`src/rtl/fft_frame_source.sv`:
```
// Producer for the FFT core's AXI4-Stream input: config beat, then one frame of
// real ADC samples converted to signed complex, buffered by a FWFT skid FIFO.
`timescale 1ns/1ps
module fft_frame_source #(
  parameter int unsigned LOGS_FFT_LEN = 13,
  parameter int unsigned INPUT_WIDTH  = 10,
  parameter int unsigned SAMPLE_WIDTH = 12,
  parameter int unsigned DATAIN_WIDTH = 16,
  parameter int unsigned FIFO_AW      = 4
) (
  input  logic                      i_aclk,
  input  logic                      i_areset,
  input  logic                      i_start,
  input  logic                      i_fft_mode,
  input  logic [SAMPLE_WIDTH-1:0]   i_sample,
  input  logic                      i_sample_vld,
  output logic                      o_axi4s_cfg_tvalid,
  output logic                      o_axi4s_cfg_tdata,
  output logic                      o_axi4s_data_tvalid,
  output logic [2*DATAIN_WIDTH-1:0] o_axi4s_data_tdata,
  output logic                      o_axi4s_data_tlast,
  input  logic                      i_axi4s_data_tready,
  output logic                      o_busy,
  output logic                      o_done,
  output logic                      o_overflow
);

  localparam int unsigned FRAME_N = 1 << LOGS_FFT_LEN;
  localparam int unsigned CNT_W   = LOGS_FFT_LEN + 1;
  localparam int unsigned DEPTH   = 1 << FIFO_AW;
  localparam int unsigned PTR_W   = FIFO_AW + 1;

  localparam logic [CNT_W-1:0] FRAME_LEN = CNT_W'(FRAME_N);
  localparam logic [CNT_W-1:0] LAST_IDX  = CNT_W'(FRAME_N - 1);
  localparam logic [PTR_W-1:0] FULL_LVL  = PTR_W'(DEPTH);

  localparam logic [2:0] S_IDLE    = 3'd0;
  localparam logic [2:0] S_CFG     = 3'd1;
  localparam logic [2:0] S_CAPTURE = 3'd2;
  localparam logic [2:0] S_DRAIN   = 3'd3;
  localparam logic [2:0] S_DONE    = 3'd4;

  logic [2:0]             state, state_nxt;
  logic                   mode_q, mode_nxt;
  logic                   cfg_vld_q, cfg_vld_nxt;
  logic                   busy_q, busy_nxt;
  logic                   done_q, done_nxt;
  logic                   ovf_q, ovf_nxt;

  logic                   in_vld;
  logic [INPUT_WIDTH-1:0] in_data;
  logic [INPUT_WIDTH-1:0] conv;
  logic [INPUT_WIDTH-1:0] mem [DEPTH];
  logic [INPUT_WIDTH-1:0] rd_word;
  logic [DATAIN_WIDTH-1:0] re_ext;
  logic [PTR_W-1:0]       wr_ptr, rd_ptr;
  logic [CNT_W-1:0]       cap_cnt, send_cnt;

  logic fifo_empty, fifo_full, out_active, data_tvalid;
  logic pop, wr_due, push, drop, last_hs, start_acc;
  logic unused_sample_bits;

  // Offset binary to two's complement: invert MSB, keep the top INPUT_WIDTH bits.
  assign conv = {~i_sample[SAMPLE_WIDTH-1], i_sample[SAMPLE_WIDTH-2 -: INPUT_WIDTH-1]};
  assign unused_sample_bits = ^i_sample;

  assign fifo_empty  = (wr_ptr == rd_ptr);
  assign fifo_full   = ((wr_ptr - rd_ptr) == FULL_LVL);
  assign out_active  = (state == S_CAPTURE) || (state == S_DRAIN);
  assign data_tvalid = out_active && !fifo_empty;
  assign pop         = data_tvalid && i_axi4s_data_tready;
  assign wr_due      = in_vld && (state == S_CAPTURE) && (cap_cnt != FRAME_LEN);
  assign push        = wr_due && (!fifo_full || pop);
  assign drop        = wr_due && fifo_full && !pop;
  assign last_hs     = pop && (send_cnt == LAST_IDX);
  assign start_acc   = i_start && (state == S_IDLE);

  assign rd_word = mem[rd_ptr[FIFO_AW-1:0]];
  assign re_ext  = DATAIN_WIDTH'($signed(rd_word));

  assign o_axi4s_data_tvalid = data_tvalid;
  assign o_axi4s_data_tdata  = data_tvalid ? {{DATAIN_WIDTH{1'b0}}, re_ext} : '0;
  assign o_axi4s_data_tlast  = data_tvalid && (send_cnt == LAST_IDX);
  assign o_axi4s_cfg_tvalid  = cfg_vld_q;
  assign o_axi4s_cfg_tdata   = mode_q;
  assign o_busy              = busy_q;
  assign o_done              = done_q;
  assign o_overflow          = ovf_q;

  always_ff @(posedge i_aclk or posedge i_areset) begin
    if (i_areset) state <= S_IDLE;
    else          state <= state_nxt;
  end

  // The final beat can handshake while still in CAPTURE, so both states check it.
  always_comb begin
    state_nxt   = state;
    mode_nxt    = mode_q;
    cfg_vld_nxt = 1'b0;
    busy_nxt    = busy_q;
    done_nxt    = 1'b0;
    ovf_nxt     = ovf_q || drop;
    case (state)
      S_IDLE: begin
        if (i_start) begin
          state_nxt   = S_CFG;
          mode_nxt    = i_fft_mode;
          cfg_vld_nxt = 1'b1;
          busy_nxt    = 1'b1;
          ovf_nxt     = 1'b0;
        end
      end
      S_CFG:     state_nxt = S_CAPTURE;
      S_CAPTURE: begin
        if (last_hs) begin
          state_nxt = S_DONE;
          busy_nxt  = 1'b0;
          done_nxt  = 1'b1;
        end else if (cap_cnt == FRAME_LEN) begin
          state_nxt = S_DRAIN;
        end
      end
      S_DRAIN: begin
        if (last_hs) begin
          state_nxt = S_DONE;
          busy_nxt  = 1'b0;
          done_nxt  = 1'b1;
        end
      end
      S_DONE:  state_nxt = S_IDLE;
      default: state_nxt = S_IDLE;
    endcase
  end

  always_ff @(posedge i_aclk or posedge i_areset) begin
    if (i_areset) begin
      mode_q    <= 1'b0;
      cfg_vld_q <= 1'b0;
      busy_q    <= 1'b0;
      done_q    <= 1'b0;
      ovf_q     <= 1'b0;
    end else begin
      mode_q    <= mode_nxt;
      cfg_vld_q <= cfg_vld_nxt;
      busy_q    <= busy_nxt;
      done_q    <= done_nxt;
      ovf_q     <= ovf_nxt;
    end
  end

  // Input stage, FIFO pointers and frame counters.
  always_ff @(posedge i_aclk or posedge i_areset) begin
    if (i_areset) begin
      in_vld   <= 1'b0;
      in_data  <= '0;
      wr_ptr   <= '0;
      rd_ptr   <= '0;
      cap_cnt  <= '0;
      send_cnt <= '0;
    end else begin
      in_vld <= i_sample_vld && (state == S_CAPTURE);
      if (i_sample_vld) in_data <= conv;
      if (start_acc) begin
        wr_ptr   <= '0;
        rd_ptr   <= '0;
        cap_cnt  <= '0;
        send_cnt <= '0;
      end else begin
        if (push) begin
          wr_ptr  <= wr_ptr + PTR_W'(1);
          cap_cnt <= cap_cnt + CNT_W'(1);
        end
        if (pop) begin
          rd_ptr   <= rd_ptr + PTR_W'(1);
          send_cnt <= send_cnt + CNT_W'(1);
        end
      end
    end
  end

  always_ff @(posedge i_aclk) begin
    if (push) mem[wr_ptr[FIFO_AW-1:0]] <= in_data;
  end

endmodule

```
`config.mk`:
```
export PLATFORM = sky130hd
export DESIGN_NAME = fft_frame_source
export DESIGN_NICKNAME = d
export VERILOG_FILES = /design/src/rtl/fft_frame_source.sv
export SDC_FILE = /design/constraint.sdc
export NUM_CORES = 1
export LEC_CHECK = 0
export BUFFER_PORTS_ARGS = -buffer_cell sky130_fd_sc_hd__buf_2
export CAP_MARGIN = 20
export CORE_MARGIN = 2
export CORE_UTILIZATION = 41
export DETAILED_ROUTE_END_ITERATION = 10
export SLEW_MARGIN = 20
export SYNTH_ARGS = -nofsm -noshare
export SYNTH_HDL_FRONTEND = slang
export SYNTH_SLANG_ARGS = --single-unit
```
`constraint.sdc`:
```
create_clock -name i_aclk -period 9.7 [get_ports i_aclk]
set_input_delay 1.94 -clock i_aclk [delete_from_list [all_inputs] [get_ports i_aclk]]
set_output_delay 1.94 -clock i_aclk [all_outputs]
set_load 0.01 [all_outputs]
```
==> summary.md <==
| Metric | Value |
|---|---|
| Lkg Pwr | `3.72 nW` |
| Overflow left after global routing | `0` |
| MaxCap Viol Count | `0` |
| Final min period | `5.06 ns` |
| Dpl hpwl | `11300 um` |
| Mapped Cells | `565` |
| Drt total wl | `around 19000 um` |
| Wire per inst | `21.0 um` |
| Status | `finished clean` |
| Slew @ Worst Pin | `just over 0.9 ns` |
| Clock power share | `between 30 and 40%` |
| TritonRoute pass-1 iters | `5` |
| CTS H-tree lvls | `1` |
| TritonCTS clock tree | `done` |
| Pre-CTS setup slack | `5.07 ns` |
| Crit path DAT | `between 3 and 4 ns` |
| Final core occ | `47.0%` |
| Layout cells sized above 1 | `23.6%` |
| Num rows | `54` |
| Antenna Nets Post-Route | `0` |
| Initial DRC Count | `about 450` |
| DIE WIDTH | `between 150 and 200 um` |
| Area of the core | `approximately 22000 um2` |
| Seq/Total Area, Yosys | `67.6%` |
| Slew Viols, Final | `0` |
| FFs w/ async S/R, synth | `26.3%` |
| Main flop type after synthesis | `edfxtp_1` |
| Post-CTS Resized | `0` |
| Tcrit/Tclk final | `52.2%` |
| First-pass GRT wire length | `29200 um` |
| Worst-path maximum fanout | `12` |
| GR Util All Layers | `16.1%` |
| Clock latency on the worst-skew pair | `0.51 ns` |
| Critical path required time | `about 7.8 ns` |
| CTS Root Cell | `clkbuf_16` |
| Max Freq | `roughly 200 MHz` |
| Clock net sink count | `217` |
| Post-DR vias/cell | `5.54` |
| Part of the power in registers | `41.9%` |
| Yosys Warn Count | `0` |
| DR DRC count | `0` |
| Clk buf depth | `3` |
| Max-slew headroom at the worst pin | `between 30 and 40%` |
| Critical path class | `reg2out` |
| Area grow syn2layout | `11.9%` |
| TNS Setup | `0 ns` |
| I/O pin total | `57` |
| Post-CTS Repair Setup Buffers | `0` |
| CP Capture Type | `output pin` |
| Final Power | `0.00260 W` |
| CTS buffer count | `22` |
| Initial antenna violation count | `0` |
| Worst Hold Path Cells | `2` |
| Antenna Cells | `0` |
| Post-synth EDFFs | `160` |
| Final worst slack | `4.64 ns` |
| P_int | `0.00188 W` |
| RSZ-0062 raised after global routing | `false` |
| Syn avg cell area | `~16 um2` |
| Setup violations, final | `0` |
| Power per cell area | `252 nW/um2` |
| DR vias | `4957` |
| Synth unique cells | `51` |
| Number of global-route vias before repair | `a little over 5000` |
| Die area | `23700 um2` |
| Gate power share | `24.7%` |
| Register bit total from synthesis | `217` |
| Cell Area, Placed | `9580 um2` |
| Port Buffers | `38` |
| Initial Utilization | `42.0%` |
| Largest net degree at the start of global routing | `58` |
| Layout Nets | `~630` |
| CTS clk-pin slew, worst paths | `0.06 ns` |
| Final instance area | `10300 um2` |
| Hold Path Class | `reg2reg` |
| Die Span Y | `154 um` |
| Crit path launch type | `flop` |
| P_sw | `about 0.00072 W` |
| CTS Hold Buffers Added | `0` |
| Synthesized area | `9220 um2` |
| Switching share of total power | `27.6%` |
| Final hold vios | `0` |
| Clk_skew | `0.0114 ns` |
| Peak VDD IR | `0.131 mV` |
| Routability cong. | `0.803` |
| R2R depth | `8` |
==> synth_stat cells, types with 2 or more instances <==
cell type	n	area [um2]
edfxtp_1	160	4800
dfrtp_1	57	1430
mux4_2	50	1130
nand2_1	30	113
nor2_1	28	105
and3_1	26	163
buf_4	22	165
nand3_1	20	100
inv_1	14	52.6
clkbuf_1	12	45.0
ha_1	12	150
o21ai_0	11	55.1
a21oi_1	10	50.1
xor2_1	10	87.6
mux2_2	9	101
nand4_1	9	56.3
buf_2	7	35.0
nor3_1	7	35.0
xnor2_1	7	61.3
and4_1	6	52.6
buf_1	6	22.5
o31ai_1	6	45.0
mux2i_1	5	50.1
nor2b_1	5	31.3
or3_1	5	31.3
or4_1	3	22.5
nand4b_1	2	17.5
nor3b_1	2	15.0
nor4_1	2	12.5
==> layout by cell type (no fill, tap or decap), types with 7 or more instances in the layout <==
| cell type | instances |
|---|---|
| xor2_1 | 10 |
| o21ai_0 | 11 |
| and3_1 | 26 |
| nand4_1 | 9 |
| conb_1 | 16 |
| inv_1 | 12 |
| mux4_2 | 50 |
| clkbuf_16 | 22 |
| buf_2 | 38 |
| ha_1 | 12 |
| nand2_1 | 30 |
| edfxtp_1 | 160 |
| xnor2_1 | 7 |
| dfrtp_1 | 56 |
| nand3_1 | 20 |
| mux2_2 | 9 |
| nor2_1 | 28 |
| a21oi_1 | 10 |
==> power groups by stage <==
stage / sequential [W] / combinational, W / clock [W]
after global placement: 0.00110 / 0.000647 / 0
after global routing: 0.00109 / 0.000700 / 0.000915
after floorplan: 0.00108 / 0.000527 / 0
after CTS: 0.00109 / 0.000658 / 0.000883
after detailed placement: 0.00111 / 0.000656 / 0
final: 0.00109 / 0.000642 / 0.000867
==> logic make-up (layout without fill, tap and decap cells) <==
| family | Yosys count | count (layout) | synth area share [%] |
|---|---|---|---|
| other cells | 1 | 16 | 0.0407 |
| fa+ha+maj | 12 | 12 | 1.63 |
| simple gates | 152 | 152 | 8.80 |
| mux | 64 | 64 | 13.8 |
| buf+inv | 63 | 97 | 3.65 |
| flops | 217 | 217 | 67.6 |
| xor+xnor | 18 | 18 | 1.79 |
| compound gates | 38 | 38 | 2.69 |
==> state kept, by name, summed over array words and instances, names as in the netlist <==
name,flops
o_busy,1
state,3
cap_cnt,14
o_done,1
o_axi4s_cfg_tvalid,1
rd_ptr,5
in_data,10
in_vld,1
send_cnt,14
wr_ptr,5
o_overflow,1
o_axi4s_cfg_tdata,1
mem,160
==> critical path, stage by stage (launching register included) <==
cell	delay [ns]
dfrtp_1	0.40
inv_1	0.61
ha_1	0.39
nand2_1	0.13
nor2_1	0.07
nand2_1	0.46
and3_1	0.36
buf_2	0.19
==> per-layer routing <==
layer | track usage [%] | part of all wire [%]
met1 | 21.6 | 43
met2 | 27.3 | 50
met3 | 1.97 | 4.8
met4 | 5.56 | 2.3
met5 | 0 | 0
==> stage by stage <==
step,hold WS (ns),std cells
after detailed placement,0.462,854
after CTS,0.478,894
after global routing,0.520,894
final,0.471,894
after global placement,0.462,854
after floorplan,0.448,580
==> cell type report <==
| cell class | instances | area (um2) |
|---|---|---|
| Sequential cell | 217 | 6230 |
| Tap cell | 280 | 350 |
| Multi-Input combinational cell | 300 | 2720 |
| Timing Repair Buffer | 43 | 228 |
| Fill cell | 1831 | 11600 |
| Clock buffer | 30 | 601 |
| Inverter | 14 | 52.6 |
| Clock inverter | 10 | 139 |
==> final timing paths <==
kind / slack, ns / startpoint / to
setup / recovery: 4.64 / rd_ptr[2] / o_axi4s_data_tdata[9]
max in group asynchronous: 7.53 / i_areset / rd_ptr[0]
setup reg to reg: 5.55 / rd_ptr[2] / mem[5][1]
hold / removal: 0.47 / o_axi4s_cfg_tdata / o_axi4s_cfg_tdata
hold reg to reg: 0.47 / o_axi4s_cfg_tdata / o_axi4s_cfg_tdata
min in group asynchronous: 1.64 / i_areset / o_done
(Power assumes the default switching activity.)
